[config.mk]
export PLATFORM = sky130hd
export DESIGN_NAME = clkdiv_monitor
export DESIGN_NICKNAME = d
export VERILOG_FILES = /design/src/rtl/clkdiv_mon_pkg.sv /design/src/rtl/sync_edge.sv /design/src/rtl/clkdiv_monitor.sv
export SDC_FILE = /design/constraint.sdc
export NUM_CORES = 1
export LEC_CHECK = 0
export CAP_MARGIN = 10
export CORE_MARGIN = 4
export CORE_UTILIZATION = 45
export DETAILED_ROUTE_END_ITERATION = 10
export PLACE_DENSITY = 0.8
export SYNTH_ARGS = -nofsm -noshare
export SYNTH_HDL_FRONTEND = slang
export SYNTH_SLANG_ARGS = --single-unit
[constraint.sdc]
create_clock -name clk -period 13.65 [get_ports clk]
set_input_delay 2.0475 -clock clk [delete_from_list [all_inputs] [get_ports clk]]
set_output_delay 2.0475 -clock clk [all_outputs]
set_load 0.05 [all_outputs]
[src/rtl/clkdiv_mon_pkg.sv]
// Shared definitions for the divided-clock monitor: FSM encoding and the
// phase-counter saturation value.
package clkdiv_mon_pkg;

    typedef enum logic [1:0] {
        IDLE = 2'd0,
        HIGH = 2'd1,
        LOW  = 2'd2
    } mon_state_t;

    // All-ones value of a w-bit counter, i.e. {w{1'b1}}.
    function automatic logic [63:0] cnt_sat(input int w);
        return (64'd1 << w) - 64'd1;
    endfunction

endpackage

[src/rtl/sync_edge.sv]
// Multi-flop synchronizer for an asynchronous level with registered-delay
// edge detection on the synchronized output.
module sync_edge #(
    parameter int   SYNC_STAGES = 2,
    parameter logic RST_VAL     = 1'b1
) (
    input  logic clk,
    input  logic reset,
    input  logic d,
    output logic s,
    output logic rise,
    output logic fall
);

    logic [SYNC_STAGES-1:0] sync_p0;
    logic                   s_d;

    always_ff @(posedge clk) begin
        if (reset) begin
            sync_p0 <= {SYNC_STAGES{RST_VAL}};
            s_d     <= RST_VAL;
        end else begin
            sync_p0 <= {sync_p0[SYNC_STAGES-2:0], d};
            s_d     <= sync_p0[SYNC_STAGES-1];
        end
    end

    assign s    = sync_p0[SYNC_STAGES-1];
    assign rise = s & ~s_d;
    assign fall = ~s & s_d;

endmodule

[src/rtl/clkdiv_monitor.sv]
// Measures high/low time and period of a divided clock sampled in the clk
// domain, checks the period against a tolerance and reports lock/err/timeout.
module clkdiv_monitor
    import clkdiv_mon_pkg::*;
#(
    parameter int CNT_W       = 16,
    parameter int SYNC_STAGES = 2,
    parameter int LOCK_N      = 4
) (
    input  logic             clk,
    input  logic             reset,
    input  logic             div_in,
    input  logic [CNT_W:0]   exp_period,
    input  logic [CNT_W-1:0] tol,
    output logic [CNT_W-1:0] high_cnt,
    output logic [CNT_W-1:0] low_cnt,
    output logic [CNT_W:0]   period,
    output logic             meas_valid,
    output logic             err,
    output logic             lock,
    output logic             timeout
);

    localparam logic [CNT_W-1:0] CNT_SAT = CNT_W'(cnt_sat(CNT_W));
    localparam int               GC_W    = $clog2(LOCK_N + 1);
    localparam logic [GC_W-1:0]  GC_MAX  = GC_W'(LOCK_N);

    function automatic logic [CNT_W-1:0] sat_inc_cnt(input logic [CNT_W-1:0] v);
        return (v == CNT_SAT) ? v : v + CNT_W'(1);
    endfunction

    function automatic logic [GC_W-1:0] sat_inc_gc(input logic [GC_W-1:0] v);
        return (v == GC_MAX) ? v : v + GC_W'(1);
    endfunction

    // Signed difference is one bit wider than the period so |p - e| cannot wrap.
    function automatic logic in_tol(input logic [CNT_W:0]   p,
                                    input logic [CNT_W:0]   e,
                                    input logic [CNT_W-1:0] t);
        logic signed [CNT_W+1:0] diff;
        logic signed [CNT_W+1:0] mag;
        diff = $signed({1'b0, p}) - $signed({1'b0, e});
        mag  = (diff < 0) ? -diff : diff;
        return mag <= $signed({2'b00, t});
    endfunction

    logic             s_unused;
    logic             rise;
    logic             fall;
    logic             edge_seen;
    logic             tmo_hit;
    logic [CNT_W-1:0] cnt;
    mon_state_t       st;
    mon_state_t       st_nxt;
    logic [GC_W-1:0]  gc;
    logic [GC_W-1:0]  gc_nxt;
    logic             latch_high;
    logic             meas_done;
    logic             chk_en;
    logic             good;
    logic [CNT_W:0]   period_nxt;

    sync_edge #(
        .SYNC_STAGES (SYNC_STAGES),
        .RST_VAL     (1'b1)
    ) u_sync_edge (
        .clk   (clk),
        .reset (reset),
        .d     (div_in),
        .s     (s_unused),
        .rise  (rise),
        .fall  (fall)
    );

    assign edge_seen = rise | fall;
    assign tmo_hit   = (cnt == CNT_SAT) && !edge_seen;

    always_ff @(posedge clk) begin
        if (reset)
            cnt <= '0;
        else if (edge_seen || tmo_hit)
            cnt <= CNT_W'(1);
        else
            cnt <= sat_inc_cnt(cnt);
    end

    always_ff @(posedge clk) begin
        if (reset)
            st <= IDLE;
        else
            st <= st_nxt;
    end

    always_comb begin
        st_nxt = st;
        if (tmo_hit) begin
            st_nxt = IDLE;
        end else begin
            unique case (st)
                IDLE:    if (rise) st_nxt = HIGH;
                HIGH:    if (fall) st_nxt = LOW;
                LOW:     if (rise) st_nxt = HIGH;
                default: st_nxt = IDLE;
            endcase
        end
    end

    always_comb begin
        latch_high = 1'b0;
        meas_done  = 1'b0;
        period_nxt = {1'b0, high_cnt} + {1'b0, cnt};
        chk_en     = (exp_period != '0);
        good       = chk_en && in_tol(period_nxt, exp_period, tol);
        gc_nxt     = gc;
        if (tmo_hit) begin
            gc_nxt = '0;
        end else begin
            latch_high = (st == HIGH) && fall;
            meas_done  = (st == LOW) && rise;
            if (meas_done)
                gc_nxt = good ? sat_inc_gc(gc) : '0;
        end
    end

    // Registered results: one cycle after the edge is seen in the sync domain
    always_ff @(posedge clk) begin
        if (reset) begin
            high_cnt   <= '0;
            low_cnt    <= '0;
            period     <= '0;
            meas_valid <= 1'b0;
            err        <= 1'b0;
            lock       <= 1'b0;
            timeout    <= 1'b0;
            gc         <= '0;
        end else begin
            meas_valid <= meas_done;
            err        <= meas_done && chk_en && !good;
            timeout    <= tmo_hit;
            gc         <= gc_nxt;
            lock       <= (gc_nxt == GC_MAX);
            if (latch_high)
                high_cnt <= cnt;
            if (meas_done) begin
                low_cnt <= cnt;
                period  <= period_nxt;
            end
        end
    end

endmodule
; Yosys cells after proc, flatten, opt, wreduce, memory -nomap -nowiden
; Cells that the tools add are included.
[word_totals]
reg_bits = 77
wordCells = 60
[op_classes]
n_bitwise = 5
addsub = 5
n_lt_le_gt_ge = 2
eq_ne = 8
n_reduce_logical = 15
n_mux = 12
[op_table]
columns = op, n
row1 = $le A18 B17 Y1, 1
row2 = $lt A18 B1 Y1 const B, 1
row3 = $mux W18, 1
row4 = $neg A18 Y18, 1
row5 = $sub A17 B17 Y18, 1
row6 = $add A16 B16 Y17, 1
row7 = $reduce_bool A17 Y1, 1
row8 = $add A16 B1 Y16 const B, 1
row9 = $eq A16 B16 Y1 const B, 1
row10 = $mux W3, 4
row11 = $eq A3 B3 Y1 const B, 2
row12 = $logic_and A1 B1 Y1, 6
row13 = $reduce_or A2 Y1, 3
row14 = $mux W1, 4
row15 = $mux W2, 2
row16 = $ne A2 B1 Y1 const B, 2
row17 = $pmux W2 S2, 1
row18 = $add A3 B1 Y3 const B, 1
row19 = $and A1 B1 Y1, 2
row20 = $eq A2 B1 Y1 const B, 1
row21 = $eq A2 B2 Y1 const B, 1
row22 = $logic_not A1 Y1, 2
row23 = $logic_not A2 Y1, 1
row24 = $ne A2 B2 Y1 const B, 1
row25 = other kinds (4), 5

; Longest topological paths before layout
; Gate-level depths: netlist (run 1).
[depth]
depth_word = 10
depth_mapped = 31
mapped_depth_nobuf = 29

; Cells and area by module
; Synthesis (run 1) repeated with hierarchy kept, for this count alone.
[hier_totals]
hier_cells = 724
area_unflattened_um2 = 5495.3
[by_module_without_submodules]
columns = module, instances, cells_per_inst, area_per_inst_um2
row1 = clkdiv_monitor, 1, 716, 5402.7
row2 = sync_edge, 1, 8, 92.6

; Least setup slack after synthesis (run 1)
; No wires, ideal clock.
[synth_timing]
path_kind = in2reg
startpoint = input exp_period[3]
endpoint = register gc[1]
path_slack_ps = 7182
required_ps = 13580
cell_stages = 20
path_buffers = 0
arrival_time_ps = 6398
cell_sequence = inv_1 > ha_1 > a21oi_1 > nor2b_1 > o31a_1 > or4_1 > and3_4 > a2111oi_4 > and2b_1 > a21o_2 > xor2_1 > ha_1 > a21oi_1 > o21ai_0 > a221oi_1 > a41o_1 > or3b_2 > a41o_2 > a211o_1 > a21oi_1
[synth_via]
elab_chain_len = 8
word_cells_on_any_way = 10
classes_between = 2 x add/sub / 2 x order compare / 4 x mux / 2 x reduce/logical
[synth_rtl]
columns = element, line
row1 = start: declaration, clkdiv_monitor.sv:13  ; input logic [CNT_W:0] exp_period,
row2 = $sub A17 B17 Y18, clkdiv_monitor.sv:42  ; diff = $signed({1'b0, p}) - $signed({1'b0, e});
row3 = $neg A18 Y18 / $lt A18 B1 Y1 (equally long branches), clkdiv_monitor.sv:43  ; mag = (diff < 0) ? -diff : diff;
row4 = $mux W18, clkdiv_monitor.sv:43
row5 = $le A18 B17 Y1, clkdiv_monitor.sv:44  ; return mag <= $signed({2'b00, t});
row6 = $logic_and A1 B1 Y1 (*), clkdiv_monitor.sv:113  ; good = chk_en && in_tol(period_nxt, exp_period, tol);
row7 = $mux W3 (*), clkdiv_monitor.sv:121  ; gc_nxt = good ? sat_inc_gc(gc) : '0;
row8 = $mux W3 (*), clkdiv_monitor.sv:120  ; if (meas_done)
row9 = $mux W3 (*), clkdiv_monitor.sv:115  ; if (tmo_hit) begin
row10 = end signal: assignment, clkdiv_monitor.sv:140  ; gc <= gc_nxt;
row11 = end: declaration, clkdiv_monitor.sv:55  ; logic [GC_W-1:0] gc;
; Mark *: on every way between the ends. The rest lies on a longest branch, timed or not.
; A chain may end at the register's enable or synchronous reset.

; Worst setup path in the final report (run 1)
; Ends and elaborated chain as after synthesis.

==> results of run 1 <==
-- cell usage in the layout (no fill, tap or decap), drive strengths merged, types with 6 or more instances in the layout --
master and count:
clkdlybuf4s50 87, nand2 86, dfxtp 77, a21oi 76, nor2 72, ha 55
inv 51, xnor2 27, o21ai 22, xor2 21, mux2i 18, a21o 15
nor3 12, clkbuf 11, nand3 10, a211oi 10, nand2b 8, nand4 8
a31oi 8, and4 7, and3 7, and2 6, or2 6
-- metrics by stage --
| step | setup WS [ps] | util |
|---|---|---|
| 3_3_place_gp | 6450 | 0.553 |
| 4_1_cts | 6720 | 0.582 |
| 6_report | 6670 | 0.582 |
| 3_5_place_dp | 6390 | 0.553 |
| 2_1_floorplan | 7180 | - |
| 5_1_grt | 6310 | 0.582 |
-- cell type report --
class,instances,area share
clock inverter,5,0.0123
tap,143,0.0267
inverter,51,0.0286
clock buffer,11,0.0377
multi-input combinational,534,0.530
sequential,77,0.230
timing repair buffer,92,0.135
-- synthesized netlist by cell type, types with 2 or more instances --
| cell type | instances | share of area |
|---|---|---|
| a211o_1 | 2 | 0.0033 |
| a211oi_1 | 9 | 0.013 |
| a21o_1 | 14 | 0.020 |
| a21oi_1 | 76 | 0.071 |
| a31oi_1 | 8 | 0.0093 |
| and2_1 | 6 | 0.0070 |
| and3_1 | 6 | 0.0070 |
| and3b_1 | 2 | 0.0033 |
| and4_1 | 7 | 0.011 |
| buf_2 | 2 | 0.0019 |
| clkbuf_1 | 19 | 0.013 |
| dfxtp_1 | 77 | 0.29 |
| fa_1 | 2 | 0.0075 |
| ha_1 | 55 | 0.13 |
| inv_1 | 51 | 0.036 |
| mux2i_1 | 18 | 0.034 |
| nand2_1 | 86 | 0.060 |
| nand2b_1 | 8 | 0.0093 |
| nand3_1 | 10 | 0.0093 |
| nand3b_1 | 2 | 0.0028 |
| nand4_1 | 8 | 0.0093 |
| nor2_1 | 72 | 0.050 |
| nor2b_1 | 5 | 0.0058 |
| nor3_1 | 12 | 0.011 |
| nor4_1 | 5 | 0.0058 |
| o2111a_1 | 2 | 0.0042 |
| o211a_1 | 3 | 0.0056 |
| o211ai_1 | 4 | 0.0056 |
| o21a_1 | 4 | 0.0056 |
| o21ai_0 | 19 | 0.018 |
| o21ai_1 | 3 | 0.0028 |
| o21bai_1 | 2 | 0.0028 |
| o31a_1 | 2 | 0.0033 |
| o31ai_1 | 3 | 0.0042 |
| or2_2 | 6 | 0.0070 |
| or3_1 | 4 | 0.0047 |
| or4_1 | 2 | 0.0028 |
| xnor2_1 | 27 | 0.044 |
| xor2_1 | 21 | 0.034 |
-- worst max-delay path: cells and delay by family --
| family | cells | cell delay [ps] |
|---|---|---|
| AOI/OAI and AO/OA | 11 | 2450 |
| xor gates and xnor gates | 1 | 140 |
| adders and majority gates | 2 | 660 |
| buffers and inverters | 2 | 530 |
| and+or+nand+nor | 5 | 1400 |
-- worst min-delay path by stage --
stage | end | cells past startpoint | slack, ps
after floorplan | u_sync_edge.sync_p0[1] | 1 | 390
after global placement | u_sync_edge.sync_p0[1] | 1 | 400
after detailed placement | u_sync_edge.sync_p0[1] | 1 | 400
after CTS | u_sync_edge.sync_p0[1] | 1 | 410
after global routing | u_sync_edge.sync_p0[1] | 1 | 440
final | u_sync_edge.sync_p0[1] | 1 | 410
-- power by group through the flow --
stage               registers (uW)  logic (uW)  clock network (uW)
finish                         228        75.5                 265
global route                   228        84.9                 279
detailed placement             233        75.3                   0
CTS                            228        75.8                 267
floorplan                      232        51.3                   0
global placement               233        74.0                   0
-- metal layers --
| metal | up-vias | routed length [um] |
|---|---|---|
| met5 | - | 0 |
| met4 | 0 | 269 |
| met3 | 25 | 658 |
| met2 | 134 | 6220 |
| met1 | 2273 | 6260 |
| li1 | 2551 | - |
-- cell families (layout without fill, tap and decap cells) --
| family | after synthesis | after routing | synth area share |
|---|---|---|---|
| adders and majority gates | 57 | 57 | 0.136 |
| xor gates and xnor gates | 48 | 48 | 0.0784 |
| AOI/OAI and AO/OA | 165 | 165 | 0.198 |
| muxes | 18 | 18 | 0.0336 |
| and+or+nand+nor | 246 | 246 | 0.216 |
| DFF | 77 | 77 | 0.288 |
| buffers and inverters | 72 | 159 | 0.0509 |
-- state kept, by name, indices dropped and copies added, names as in the netlist --
signal,flops
lock,1
err,1
high_cnt,16
meas_valid,1
cnt,16
low_cnt,16
u_sync_edge.sync_p0,2
st,2
gc,3
period,17
timeout,1
u_sync_edge.s_d,1
==> results.md, run 1 <==
- Status: complete, no violations
- Comb pwr share: 0.133
- PD cells: 84.8 nW/um2
- Worst-path clk slew: 60 ps
- CTS Hold Bufs: 0
- Worst relative slew slack: 0.316
- Chip Width: 117 um
- R2r endpoint: gc[1]
- Met2 Usage GRT: 0.331
- Pin count of the biggest net entering global routing: 58
- Number of synthesized flops with an enable pin: 0
- Mean post-synth cell area: 7.85 um2
- Final Cell Area: 6710 um2
- Yosys Warn Count: 0
- WHS: 413 ps
- Max Slew Vio Count: 0
- Hold path startpoint: u_sync_edge.sync_p0[0]
- Worst-Margin Slew: 1030 ps
- Worst reg2reg setup slack: 6960 ps
- CTS root buf: clkbuf_16
- CP cell instances: clkdlybuf4s50_1 -> inv_1 -> ha_1 -> a21oi_1 -> nor2b_1 -> o31a_1 -> or4_1 -> and3_4 -> a2111oi_4 -> and2b_1 -> a21o_2 -> xor2_1 -> ha_1 -> a21oi_1 -> o21ai_0 -> a221oi_1 -> a41o_1 -> or3b_2 -> a41o_2 -> a211o_1 -> a21oi_1
- GR Layer Usage met3: 0.0437
- RD Place Congestion: 0.898
- Mapped Cells: 683
- Sequential power share: 0.401
- Via density: 5.46
- Worst r2r src: cnt[0]
- Worst Reg2Reg Path Length in Cells: 27
- Synth Flop Type: dfxtp_1
- Total negative slack: 0 ps
- Initial antenna violation count: 0
- P_int: 432 uW
- CTS tree: done
- Hpwl dp: 10200 um
- Worst-Skew Late Latency: 340 ps
- Register area: 1540 um2
- Most Used Layer, Global Route: met2
- Startpoint Class: primary input
- Crit path to: gc[1]
- CTS resizes: 0
- Final nets: 858
- Final WL: 13400 um
- Max cap viols: 0
- Flops & latches, synth: 77
- Initial DRC Count: 287
- Clock Tree Buf Depth: 2
- Die H: 117 um
- Met1 Usage GRT: 0.260
- CTS Buf Count: 9
- CP Capture Type: register
- DR vias: 4983
- Fmax: 143 MHz
- CP dominant cell by count: a21oi_1
- DIE AREA: 13700 um2
- Core footprint: 11500 um2
- Area occupied by multi-input gates: 3550 um2
- Sequential fraction of the synthesis area: 0.288
- CP max FO: 7
- Slowest cell on crit path: clkdlybuf4s50_1
- Tmin final: 6980 ps
- Net Sw Power: 136 uW
- Cell variety after synth: 58
- Critical Path Max Stage Delay: 480 ps
- Post CTS Setup Buffer Count: 0
- WL per Instance: 14.7 um
- First-pass GRT wire length: 22300 um
- Mapped Area: 5360 um2
- Fin cells: 913
- Worst hold-check path type: reg2reg
- Port Buffers: 88
- Clock power share: 0.466
- Vias in the first global route: 4768
- Share of cells above drive strength 1: 0.0481
- # H-tree levels: 3
- Final ANT Viol Nets: 0
- Placed inst area: 6370 um2
- # fillers: 1044
- Final Power: 568 uW
- Worst Path Class, Setup: in2reg
- Post-route DRC: 0
- Unrepaired setup endpoints after global routing: false
- First-pass detailed-route iteration total: 5
- Critical Path Start: exp_period[3]
- GR Util All Layers: 0.200
- Critical Path RT: 13920 ps
- Fin. Hold Viols: 0
- Syn_nets: 776
- Peak VDD IR: 0.0569 mV
- GRT overflow: 0
- # IOs: 89
- Data arrival time of the critical path: 7250 ps
- Leak Pwr: 0.00280 uW
- N_diodes: 0
- Initial core utilization: 0.465
- Placed Cells: 897
- Area Growth Syn to Fin: 25.1%
- Tcrit/Tclk final: 0.512
- Row cnt: 39
- TritonCTS sink count: 77
- Clk_skew: 4.92 ps
- Synth async-reset ratio: 0
- Finish-stage setup viols: 0
- Sw Share: 0.240
No activity file was read; power rests on OpenSTA's default activity.
==> run 2, diff against run 1 <==
--- a/config.mk
+++ b/config.mk
@@ -9,7 +9,7 @@
 export CORE_MARGIN = 4
 export CORE_UTILIZATION = 45
 export DETAILED_ROUTE_END_ITERATION = 10
-export PLACE_DENSITY = 0.8
+export PLACE_DENSITY = 0.83
 export SYNTH_ARGS = -nofsm -noshare
 export SYNTH_HDL_FRONTEND = slang
 export SYNTH_SLANG_ARGS = --single-unit
==> constraint.sdc (replaced) <==
create_clock -name clk -period 6.1 [get_ports clk]
set_input_delay 0.915 -clock clk [delete_from_list [all_inputs] [get_ports clk]]
set_output_delay 0.915 -clock clk [all_outputs]
set_load 0.05 [all_outputs]
==> run 2 against run 1 <==
Critical path depth grew 6; largest cell class unchanged; clock power grew 94%; clock skew grew 2.6 ps; critical path type is now reg2reg; hold slack gained 5.6 ps; final cell count grew 3.7%; cell area grew 5.6%; setup slack lost 6600 ps; global-route usage grew 0.73 points; non-clock buffer count grew 35.
==> results.md, run 2 (synthesis gave the netlist of run 1 again) <==
- Fmax: 166 MHz
- Largest Register: period
- CTS tree: done
- Crit path depth: 27
- Fin. Hold Viols: 0
- Critical Path Max Stage Delay: 470 ps
- CP Capture Type: register
- TritonCTS sink count: 77
- Max Slew Vio Count: 0
- Hold path startpoint: u_sync_edge.sync_p0[0]
- CTS Hold Bufs: 0
- First-pass GRT wire length: 23000 um
- Final core occ: 0.615
- Max reg flops: 17
- Clk_skew: 7.56 ps
- Worst reg2reg setup slack: 80 ps
- Worst-Skew Late Latency: 340 ps
- CTS Buf Count: 9
- Worst-path clk slew: 60 ps
- DR vias: 5331
- Core footprint: 11500 um2
- Final Power: 1210 uW
- Final nets: 893
- GR Util All Layers: 0.207
- Leak Pwr: 0.00298 uW
- Initial DRC Count: 290
- Worst r2r src: high_cnt[0]
- # H-tree levels: 3
- N_diodes: 0
- Worst hold-check path type: reg2reg
- Clock Tree Buf Depth: 2
- Vias in the first global route: 4984
- Startpoint Class: register
- Total negative slack: 0 ps
- Post-route DRC: 0
- Share of cells above drive strength 1: 0.123
- Chip Width: 117 um
- First-pass detailed-route iteration total: 5
- Data arrival time of the critical path: 6300 ps
- Max cap viols: 0
- Slowest cell on crit path: or4_1
- Tmin final: 6020 ps
- CTS root buf: clkbuf_16
- GRT overflow: 0
- Pin count of the biggest net entering global routing: 58
- PD cells: 171 nW/um2
- Final WL: 14600 um
- Finish-stage setup viols: 0
- CP dominant cell by count: ha_1
- CP top delay family: compound AO/OA/AOI/OAI gates
- RD Place Congestion: 0.872
- Initial core utilization: 0.465
- Crit path to: gc[1]
- Port Buffers: 88
- R2r endpoint: gc[1]
- Hpwl dp: 10700 um
- Row cnt: 39
- WL per Instance: 15.4 um
- Worst Path Class, Setup: reg2reg
- Initial antenna violation count: 0
- Status: complete, no violations
- Peak VDD IR: 0.134 mV
- DIE AREA: 13700 um2
- Worst relative slew slack: 0.319
- Worst Hold Depth: 1
- Worst-Margin Slew: 1020 ps
- Via density: 5.63
- # fillers: 973
- Unrepaired setup endpoints after global routing: true
- Most frequent cells in the layout: clkdlybuf4s50_1 (87), nand2_1 (85), dfxtp_1 (72), nor2_1 (71), a21oi_1 (68)
- Most common cell after layout, fill and taps aside: clkdlybuf4s50_1
- Critical Path Start: high_cnt[0]
- CP max FO: 4
- Worst Reg2Reg Path Length in Cells: 27
- Tcrit/Tclk final: 0.987
- Critical Path RT: 6380 ps
- # IOs: 89
- Area Growth Syn to Fin: 32.0%
- Final ANT Viol Nets: 0
- Bufs and invs on worst path: 2
- Die H: 117 um
[run 2: cell count changes in the layout (fill, tap and decap cells not counted), sizes merged]
cell / before / now
clkinvlp: 0 / 1
bufinv: 2 / 1
buf: 5 / 40
clkbuf: 11 / 10
[run 2: area by class of cell]
class,count,area (um2),area share
clock buffers,10,229,0.0323
clock inverters,5,52.6,0.00742
inverters,51,191,0.0270
multi-input cells,534,3700,0.523
flip-flops and latches,77,1550,0.219
well taps,143,179,0.0253
repair buffers,127,1170,0.166
[run 2: metrics by stage]
stage | std cells | area [um2] | hold slack [ps] | setup WS [ps]
3_3_place_gp | 922 | 6570 | 399 | 71.8
3_5_place_dp | 922 | 6570 | 404 | -122
5_1_grt | 947 | 7080 | 450 | -196
6_report | 947 | 7080 | 418 | 81.2
4_1_cts | 941 | 6890 | 417 | 10.8
2_1_floorplan | 683 | 5370 | 389 | 10.3
[run 2: per-layer routing]
metal / track usage / share of wire / vias up
met1: 0.262 / 0.43 / 2477
met4: 0.0864 / 0.025 / 0
met2: 0.347 / 0.48 / 198
met3: 0.0380 / 0.059 / 31
met5: 0 / 0 / -
li1: - / - / 2625
[run 2: worst reg2reg max path, delay by kind of cell, from the launching register on]
| family | cells | cell delay [ps] |
|---|---|---|
| flip-flops | 1 | 360 |
| buffers and inverters | 2 | 170 |
| AO/OA/AOI/OAI | 13 | 2510 |
| AND/OR/NAND/NOR | 6 | 1450 |
| XOR/XNOR | 2 | 410 |
| adder cells (fa/ha/maj) | 4 | 1060 |
[run 2: power by group]
group	total, uW	internal (uW)	leakage (uW)	switching (uW)
Combinational	189	90.8	0.00222	97.8
Sequential	508	505	0.000624	2.34
Clock	513	312	0.000138	201
[run 2: what timing repair did]
action / CTS / global route
buffers inserted: 4 / 6
setup endpoints to repair: 4 / 5
pin swaps: 11 / 31
gates resized for setup: 5 / 30
[run 2: how the worst min path moves through the flow]
stage	end	slack [ps]
after floorplan	u_sync_edge.sync_p0[1]	390
after global placement	u_sync_edge.sync_p0[1]	400
after detailed placement	u_sync_edge.sync_p0[1]	400
after CTS	u_sync_edge.sync_p0[1]	420
after global routing	u_sync_edge.sync_p0[1]	450
final	u_sync_edge.sync_p0[1]	420
